### src/rtl/body_collision_check.sv
`default_nettype none
// ============================================================================
// Module   : body_collision_check
// Desc     : Per-tick collision/eat checker. Tests the proposed head against
//            the playfield walls and the apple when a tick starts, then scans
//            the body one segment per cycle with a single 8-bit comparator.
//            Optional macro COLLISION_WRAP_EN: torus playfield (no walls).
// Revision : 1.0 - initial release
// ============================================================================
module body_collision_check #(
  parameter int         MAX_LENGTH = 50,
  parameter logic [3:0] X_MIN      = 4'd1,
  parameter logic [3:0] X_MAX      = 4'd14,
  parameter logic [3:0] Y_MIN      = 4'd1,
  parameter logic [3:0] Y_MAX      = 4'd10
) (
  input  logic                       clk,
  input  logic                       rst,
  input  logic                       sync_i,
  input  logic                       start_i,
  input  logic [7:0]                 head_i,
  input  logic [MAX_LENGTH-1:0][7:0] body_i,
  input  logic [7:0]                 curr_length_i,
  input  logic [7:0]                 apple_i,
  output logic                       busy_o,
  output logic                       done_o,
  output logic                       collide_o,
  output logic                       eat_o
);

  localparam int            IW       = (MAX_LENGTH > 1) ? $clog2(MAX_LENGTH) : 1;
  localparam int            LW       = $clog2(MAX_LENGTH + 1);
  localparam logic [7:0]    MAX_LEN8 = 8'(MAX_LENGTH);
  localparam logic [LW-1:0] MAX_LENW = LW'(MAX_LENGTH);

  typedef enum logic [1:0] {
    S_IDLE = 2'd0,
    S_SCAN = 2'd1,
    S_DONE = 2'd2
  } state_t;

  state_t        state_q, state_d;
  logic [IW-1:0] idx_q, idx_d;
  logic [LW-1:0] len_q, len_d;
  logic [7:0]    head_q, head_d;
  logic          collide_q, collide_d;
  logic          eat_q, eat_d;
  logic          busy_q, done_q;

  logic          w_wall;
  logic [LW-1:0] w_len;
  logic          w_idx_last;
  logic          w_seg_hit;

`ifdef COLLISION_WRAP_EN
  // Torus playfield: coordinates wrap in 4 bits, so no head is ever off-field.
  assign w_wall = 1'b0;
`else
  assign w_wall = (head_i[7:4] < X_MIN) | (head_i[7:4] > X_MAX) |
                  (head_i[3:0] < Y_MIN) | (head_i[3:0] > Y_MAX);
`endif

  // Clamp the occupied count so the scan never indexes past the array.
  assign w_len      = (curr_length_i > MAX_LEN8) ? MAX_LENW : curr_length_i[LW-1:0];
  // idx+1 cannot overflow LW bits because idx stays below len during a scan.
  assign w_idx_last = ((LW'(idx_q) + LW'(1)) == len_q);
  assign w_seg_hit  = (body_i[idx_q] == head_q);

  // Next-state, scan index and result latches.
  always_comb begin
    state_d   = state_q;
    idx_d     = idx_q;
    len_d     = len_q;
    head_d    = head_q;
    collide_d = collide_q;
    eat_d     = eat_q;
    if (sync_i) begin
      state_d   = S_IDLE;
      idx_d     = '0;
      collide_d = 1'b0;
      eat_d     = 1'b0;
    end else begin
      case (state_q)
        S_IDLE: begin
          if (start_i) begin
            head_d    = head_i;
            len_d     = w_len;
            collide_d = w_wall;
            eat_d     = (head_i == apple_i) & ~w_wall;
            if (w_wall || (w_len <= LW'(1))) begin
              state_d = S_DONE;
            end else begin
              idx_d   = IW'(1);
              state_d = S_SCAN;
            end
          end
        end
        S_SCAN: begin
          // Entry 0 is the old head and is skipped by starting idx at 1.
          if (w_seg_hit) begin
            collide_d = 1'b1;
            eat_d     = 1'b0;
            state_d   = S_DONE;
          end else if (w_idx_last) begin
            state_d = S_DONE;
          end else begin
            idx_d = idx_q + IW'(1);
          end
        end
        S_DONE: begin
          state_d = S_IDLE;
        end
        default: begin
          state_d = S_IDLE;
        end
      endcase
    end
  end

  // State and datapath registers; busy/done are registered decodes of next state.
  always_ff @(posedge clk or posedge rst) begin
    if (rst) begin
      state_q   <= S_IDLE;
      idx_q     <= '0;
      len_q     <= '0;
      head_q    <= '0;
      collide_q <= 1'b0;
      eat_q     <= 1'b0;
      busy_q    <= 1'b0;
      done_q    <= 1'b0;
    end else begin
      state_q   <= state_d;
      idx_q     <= idx_d;
      len_q     <= len_d;
      head_q    <= head_d;
      collide_q <= collide_d;
      eat_q     <= eat_d;
      busy_q    <= (state_d != S_IDLE);
      done_q    <= (state_d == S_DONE);
    end
  end

  assign busy_o    = busy_q;
  assign done_o    = done_q;
  assign collide_o = collide_q;
  assign eat_o     = eat_q;

endmodule
`default_nettype wire
### config.mk
export PLATFORM = sky130hd
export DESIGN_NAME = body_collision_check
export DESIGN_NICKNAME = d
export VERILOG_FILES = /design/src/rtl/body_collision_check.sv
export SDC_FILE = /design/constraint.sdc
export NUM_CORES = 1
export LEC_CHECK = 0
export BUFFER_PORTS_ARGS = -buffer_cell sky130_fd_sc_hd__buf_4
export CAP_MARGIN = 20
export CORE_AREA = 2 2 168 170
export DETAILED_ROUTE_END_ITERATION = 10
export DIE_AREA = 0 0 170 172
export PLACE_DENSITY = 0.54
export SYNTH_ARGS = -nofsm -noshare
export SYNTH_HDL_FRONTEND = slang
export SYNTH_SLANG_ARGS = --single-unit
export TNS_END_PERCENT = 5
### constraint.sdc
create_clock -name clk -period 3.8 [get_ports clk]
set_clock_uncertainty 0.2 [all_clocks]
set_input_delay 0.38 -clock clk [delete_from_list [all_inputs] [get_ports clk]]
set_output_delay 0.38 -clock clk [all_outputs]
set_load 0.01 [all_outputs]
==> Yosys cells after proc, flatten, opt, wreduce, memory -nomap -nowiden <==
Cells that the tools add are included.
Widths: inputs -> output; s select.
{ "word_totals": {"reg_bits": 26, "out_inout_bits": 4, "wordCells": 62} }
{ "op_classes": {"add_sub_neg": 1, "order_cmp": 7, "n_eq_ne": 10, "mux": 23, "bitwise": 6, "reduce_logical": 7} }
{ "ops": {"columns": ["op", "n"], "rows": [
  ["$bmux 8 s6", 1],
  ["$mux 6", 6],
  ["$eq 8x8->1", 2],
  ["$ne 3x3->1 const B", 5],
  ["$pmux 6 s2", 1],
  ["$mux 2", 5],
  ["$gt 4x4->1 const B", 2],
  ["$gt 8x6->1 const B", 1],
  ["$lt 4x1->1 const B", 2],
  ["$mux 8", 1],
  ["$lt 6x7->1 const B", 1],
  ["$add 6x1->6 const B", 1],
  ["$eq 6x6->1", 1],
  ["$le 6x1->1 const B", 1],
  ["$mux 1", 6],
  ["$reduce_and 3->1", 2],
  ["$reduce_and 5->1", 1],
  ["$pmux 1 s2", 2],
  ["$pmux 2 s2", 1],
  ["$or 1x1->1", 3],
  ["$reduce_bool 3->1", 1],
  ["$eq 2x1->1 const B", 1],
  ["$eq 2x2->1 const B", 1],
  ["$logic_not 2->1", 1],
  ["other kinds (4)", 5]
]} }

==> Longest topological paths before layout <==
Gate-level depths: netlist of run 1.
{ "depth": {"depth_word": 10, "depth_mapped": 14, "depth_no_buf": 9} }

==> Least setup slack after synthesis of run 1 <==
Ideal clock, no wire load.
{ "synth_timing": {"path_kind": "reg-to-reg", "from": "register idx_q[0]", "to": "register eat_q (netlist: eat_o)", "setup_time_ns": 0.125, "arrival_time_ns": 2.893, "setup_slack_ns": 0.582, "path_stages_with_launch": 12, "n_path_buf": 3, "period_less_slack_ns": 3.218, "cell_sequence": "dfrtp_1 buf_6 buf_2 mux4_2 a2111oi_0 a21oi_1 xnor2_1 nand4_1 a211oi_2 buf_6 a211oi_2 mux2_4"} }
{ "synth_via": {"elab_chain_cells": 5} }
{ "synth_rtl": {"columns": ["item", "line", "text"], "rows": [
  ["start, declared", "43", "logic [IW-1:0] idx_q, idx_d;"],
  ["start signal, assigned", "133", "idx_q <= idx_d;"],
  ["$bmux 8 s6", "67", "assign w_seg_hit = (body_i[idx_q] == head_q);"],
  ["$mux 8 (not written as such)", "67", null],
  ["$eq 8x8->1", "67", null],
  ["$ne 3x3->1 (no line)", null, null],
  ["$reduce_and 3->1 (no line)", null, null],
  ["end signal, assigned", "137", "eat_q <= eat_d;"],
  ["end, declared", "47", "logic eat_q, eat_d;"]
]} }
No other way between the ends. The select of a mux whose other input is x is not followed.
A chain may end at the register's enable or synchronous reset.

==> Worst setup path in the final report of run 1 <==
{ "layout_timing": {"from": "register idx_q[0]", "to": "register collide_q (netlist: collide_o)"} }
{ "layout_via": {"elab_chain_cells": 5} }
{ "layout_rtl": {"columns": ["item", "line", "text"], "rows": [
  ["$bmux 8 s6", "67", null],
  ["$mux 8 (not written as such)", "67", null],
  ["$eq 8x8->1", "67", null],
  ["$ne 3x3->1 (no line)", null, null],
  ["$reduce_and 3->1 (no line)", null, null],
  ["end signal, assigned", "136", "collide_q <= collide_d;"],
  ["end, declared", "46", "logic collide_q, collide_d;"]
]} }
No other way between the ends. The select of a mux whose other input is x is not followed.

==> results.cfg, run 1 <==
[outcome]
status = finished, final reports clean

[timing]
slew_headroom_pct = 59.73
fin_crit_ns = 3.623
worst_slew_pin_slew_ns = 0.6027
hold_viol = 0
max_freq_ghz = 0.2760
rsz0062_at_grt = no
period_share_pct = 95.35
setup_viol = 0
drv_slew = 0

[power_and_ir_drop]
powerDensity_nw_per_um2 = 200.4
max-vdd-ir-drop_mv = 0.1231
total_power_mw = 1.798
power.leakage_nw = 3.903

[floorplan]
ios = 432
die_y_um = 172
core_area_um2 = 27480
die_w_um = 170
die_area_um2 = 29240
rows = 61
start_util_pct = 18.29

[grt]
grt_max_degree = 28
busiest_layer = met2
overflow = 0
grt_pass1_wl_um = 42100
grt_usage_pct = 19.63
grt_pass1_vias = 6760
globalRouteMet1Util_pct = 23.45
antenna_found_initial = 6
grt_use_met2_pct = 35.23
grtUsageMet3_pct = 4.715

[critical_path]
worst-path-max-fanout = 26
timing.rr.end = collide_o
crit_path_start_kind = register
r2r_cells = 9
rrSetupSlack_ns = 0.18
r2r_start = idx_q[0]
crit_type = reg2reg
cp.required_ns = 3.77
crit_arrival_ns = 3.60
critPathCaptureType = register

[clocking]
htreeDepth = 1
ctsRootBufferMaster = clkbuf_16
cts_tree = yes
cts_setup_buffers = 0
clkSinkCount = 26
clockBufferDepth = 2
path_clk_slew_ns = 0.07
cts_made_buffers = 3
clock_latency_ns = 0.27

[logic_synthesis]
ys_warn_count = 0
synth.most_common_cell = mux2i_1
synth_seq_area_share_pct = 12.95
synth_top_area_share_pct = 30.03
synthArstFlopShare_pct = 100.0
yosys-top-cells-area = mux4_2, mux2i_1, dfrtp_1, xnor2_1, nand2_1
ys_types = 63
syn_inst = 492
synth_area_leader_cell = mux4_2
synth-edff-count = 0
ys.flop_type = dfrtp_1
syn_nets = 921
avgSynthCellArea_um2 = 10.21
synth_commonest_cells = mux2i_1, mux4_2, nand2_1
netlist_area_um2 = 5025
synth_seq_cells = 26

[drt]
first_pass_iters = 4
drt-initial-drc-count = 406
wl_per_cell_um = 23.71
finalWirelength_um = 30250
ant_nets = 0
drc = 0
vias = 6328
viasPerCell = 4.959

[finish]
areaGrowthSynthToFinish_pct = 78.61
nNetsFinal = 1356
drive_above_1_share_pct = 60.58
stdcell_count = 1276
final_util_pct = 32.66

[placed_design]
globalplace.congestion = 0.9066
hpwl_um = 26360
io_buffers = 431
dp.cells = 1266

[min_path]
min_path_cells = 2
hp-class = in2reg
worstHoldEndpoint = len_q[4]
hold_start = curr_length_i[4]

[run]
max_cap_viol_count = 0
==> per-stage QoR <==
stage	area [µm²]	setup TNS (ns)	setup slack (ns)	hold slack (ns)
6_report	8975	0	0.1765	0.1432
5_1_grt	8967	0	0.005446	0.1497
4_1_cts	8912	0	0.1379	0.1399
3_5_place_dp	8801	-0.1618	-0.1618	0.3045
3_3_place_gp	8801	-0.1599	-0.1599	0.3087
2_1_floorplan	5025	0	0.5823	0.2200
==> placed cells by master (no fill, tap or decap), types with 2 or more instances in the layout <==
master	n
inv_1	8
or4_1	3
or2_2	2
nor2b_1	11
nand4_1	4
nor4_1	2
mux2_2	3
a21oi_1	24
a2111oi_0	3
o221ai_1	12
a32oi_1	2
buf_4	467
and3_1	5
xor2_1	8
nand2_1	38
nor2_1	18
nand3_1	10
nand2b_1	13
a311oi_1	2
o21ai_1	2
or3_1	2
a22o_1	12
diode_2	4
or3b_1	2
o22ai_1	9
mux2i_1	73
nor3_1	5
a211oi_1	4
clkbuf_16	3
a211o_1	6
a221oi_1	2
buf_12	5
o211ai_1	4
dfrtp_1	23
dfrtp_4	2
a22oi_1	16
o21ai_0	6
o221a_2	2
mux4_2	67
xnor2_1	17
==> state kept, by name (all words and copies together) (netlist names) <==
signal,cells
eat_o,1
head_q,8
done_o,1
collide_o,1
idx_q,6
state_q,2
len_q,6
busy_o,1
==> layer usage <==
layer	part of all wire (%)	vias to the layer above
li1	-	2873
met1	40	3067
met2	49	346
met3	8.8	38
met4	2.2	4
met5	0.096	-
==> worst max-delay path, stage by stage (launching register included) <==
cell and delay (ns):
dfrtp_4 0.45, buf_12 0.23, mux4_2 0.54, a22o_1 0.28, or4_1 0.54, a21oi_2 0.16
nand4_2 0.21, a2111oi_2 0.54, o21bai_1 0.11, a221oi_1 0.24
==> power breakdown <==
group | switching [mW] | internal, mW | leakage [nW]
combinational | 0.447 | 0.671 | 3.52
clock | 0.108 | 0.210 | 0.0511
sequential | 0.0523 | 0.309 | 0.329
==> worst max path at each step <==
| stage | endpoint | slack (ns) | from | cells after the start |
|---|---|---|---|---|
| 2_1_floorplan | eat_o | 0.58 | idx_q[0] | 11 |
| 3_3_place_gp | collide_o | -0.16 | idx_q[0] | 9 |
| 3_5_place_dp | collide_o | -0.16 | idx_q[0] | 9 |
| 4_1_cts | idx_q[3] | 0.14 | idx_q[0] | 10 |
| 5_1_grt | collide_o | 0.005 | idx_q[1] | 9 |
| 6_report | collide_o | 0.18 | idx_q[0] | 9 |
==> cells by family (layout without fill, tap and decap cells) <==
family / after synthesis / after routing / share of synthesized area [%]
AOI/OAI and AO/OA: 120 / 120 / 17.65
xor gates and xnor gates: 25 / 25 / 4.358
DFF: 26 / 26 / 12.95
and+or+nand+nor: 122 / 122 / 12.50
buffers and inverters: 52 / 486 / 6.001
muxes: 146 / 146 / 46.29
adders and majority gates: 1 / 1 / 0.2490
other: 0 / 4 / 0
==> final cells by class <==
cell class	instances	area [µm²]
Clock inverter	1	30.03
Multi-Input combinational cell	414	4094
Sequential cell	26	659.4
Tap cell	346	432.9
Inverter	8	30.03
Fill cell	2853	18500
Antenna cell	4	10.01
Timing Repair Buffer	474	3643
Clock buffer	3	75.07
==> what timing repair did <==
action	CTS	global route
hold buffers	0	1
resized for setup	2	2
pin swaps	0	0
cloned	0	0
setup endpoints to repair	1	3
hold endpoints to repair	0	4
No activity file was read; power rests on OpenSTA's default activity.
==> run 2: changes to the inputs <==
==> constraint.sdc (replaced) <==
create_clock -name clk -period 3.55 [get_ports clk]
set_clock_uncertainty 0.2 [all_clocks]
set_input_delay 0.355 -clock clk [delete_from_list [all_inputs] [get_ports clk]]
set_output_delay 0.355 -clock clk [all_outputs]
set_load 0.01 [all_outputs]
==> run 2 against run 1 <==
Maximum frequency rose by 4.0%; routed wire length rose by 1.5%; sequential power rose by 6.1%; via count rose by 1.8%; count of clock-buffer cells in the layout did not move; register-to-register slack got worse by 0.11 ns; die area did not move; non-clock buffer count rose by 41; sequential share of layout area fell by 0.52 points; global-route usage rose by 0.13 points; first-iteration DRC count fell by 35%; largest power group unchanged; highest routed layer unchanged.
==> results.cfg, run 2 (synthesized netlist as in run 1, its figures left out) <==
[timing]
fin_crit_ns = 3.485
setup_viol = 0
whs_ns = 0.1276
max_freq_ghz = 0.2869
hold_viol = 0
rsz0062_at_grt = yes
worst_slew_pin_slew_ns = 0.5970
period_share_pct = 98.17
drv_slew = 0
slew_headroom_pct = 60.12
finalWorstSetupSlack_ns = 0.06481

[critical_path]
slowest_stage = mux4_2
critical_path.max_stage_delay_ns = 0.51
rrSetupSlack_ns = 0.06
cp_top_family = multiplexers
critPathCaptureType = register
crit_path_start_kind = register
cp.required_ns = 3.54
crit_chain = buf_12, buf_16, buf_4, mux4_2, mux2i_1, o221ai_1, mux2i_1, nand4_4, a211oi_4, buf_2, o211ai_1, a31oi_4
critPathBufInv = 4
worst-path-max-fanout = 14
crit_arrival_ns = 3.47
path_common_cell = mux2i_1
crit_type = reg2reg

[grt]
grt_pass1_vias = 6781
antenna_found_initial = 6
grt_usage_pct = 19.76
overflow = 0
grt_max_degree = 32
grt_pass1_wl_um = 42290

[placed_design]
dpl_cell_area_um2 = 8984
hpwl_um = 26370
dp.cells = 1287
io_buffers = 431
globalplace.congestion = 0.9285
dp_slack_ns = -0.2369

[finish]
layout_commonest_cell = buf_4
stdcell_count = 1317
layout_common_cells = buf_4, mux2i_1, mux4_2
reg.largest.list = head_q x8, idx_q x6, len_q x6
nNetsFinal = 1397
largest_register_ffs = 8
largest-register = head_q
stdcell_area_um2 = 9661
final_util_pct = 35.16
drive_above_1_share_pct = 65.77
areaGrowthSynthToFinish_pct = 92.26

[clocking]
ctsRootBufferMaster = clkbuf_16
clkSinkCount = 26
cts_tree = yes
clock_latency_ns = 0.26
clockBufferDepth = 2
htreeDepth = 1
path_clk_slew_ns = 0.07
cts_made_buffers = 3

[drt]
viasPerCell = 4.891
first_pass_iters = 4
wl_per_cell_um = 23.31
vias = 6441
drt-initial-drc-count = 262
ant_nets = 0
drc = 0
finalWirelength_um = 30710

[run]
max_cap_viol_count = 0

[floorplan]
die_area_um2 = 29240
start_util_pct = 18.29
rows = 61
ios = 432
die_y_um = 172
core_area_um2 = 27480
die_w_um = 170

[power_and_ir_drop]
max-vdd-ir-drop_mv = 0.1624
powerDensity_nw_per_um2 = 218.5
power.leakage_nw = 4.199

[min_path]
hp-class = in2reg

[outcome]
status = finished, final reports clean
## run 2: cell count changes in the layout (fill, tap and decap cells not counted), moves of 4 or more
cell,delta
mux2i_1,-4
a22oi_2,+5
buf_4,+23
a22oi_1,-5
buf_6,+9
## run 2: routing by layer
metal	track usage (%)	routed length (µm)
met1	24.12	12440
met2	35.28	14950
met3	4.875	2605
met4	4.199	684
met5	0	27
## run 2: worst paths after layout
path,depth (start not counted),from,end
min reg2reg,2,len_q[5],len_q[5]
min,2,curr_length_i[0],len_q[0]
min in group asynchronous,3,rst,len_q[1]
max reg2reg,12,idx_q[0],idx_q[4]
max,12,idx_q[0],idx_q[4]
max in group asynchronous,4,rst,idx_q[0]
## run 2: area by class of cell
class / instances / area (µm²)
antenna: 4 / 10.01
clock buffer: 3 / 75.07
clock inverter: 1 / 30.03
fill: 2872 / 17820
inverter: 8 / 30.03
multi-input combinational: 414 / 4343
sequential: 26 / 659.4
tap: 346 / 432.9
timing repair buffer: 515 / 4080
## run 2: repair_timing
action | 4_1_cts | 5_1_grt
buffers inserted | 6 | 13
endpoints found under the hold margin | 0 | 4
endpoints found under the setup margin | 11 | 11
cloned | 1 | 1
hold buffers | 0 | 1
pin swaps | 10 | 20
gates resized for setup | 17 | 50
## run 2: report_power, final
| part | total, mW | internal, mW | leakage [nW] | switching (mW) |
|---|---|---|---|---|
| Clock | 0.333 | 0.225 | 0.0511 | 0.109 |
| Sequential | 0.384 | 0.331 | 0.329 | 0.0524 |
| Combinational | 1.39 | 0.857 | 3.82 | 0.536 |
| Total | 2.11 | 1.41 | 4.20 | 0.698 |
## run 2: through the flow
| step | setup TNS [ns] | power, mW |
|---|---|---|
| after floorplan | 0 | 0.9959 |
| after global placement | -0.4929 | 1.609 |
| after detailed placement | -0.8192 | 1.615 |
| after CTS | -0.01706 | 2.013 |
| after global routing | -0.2794 | 2.229 |
| final | 0 | 2.111 |
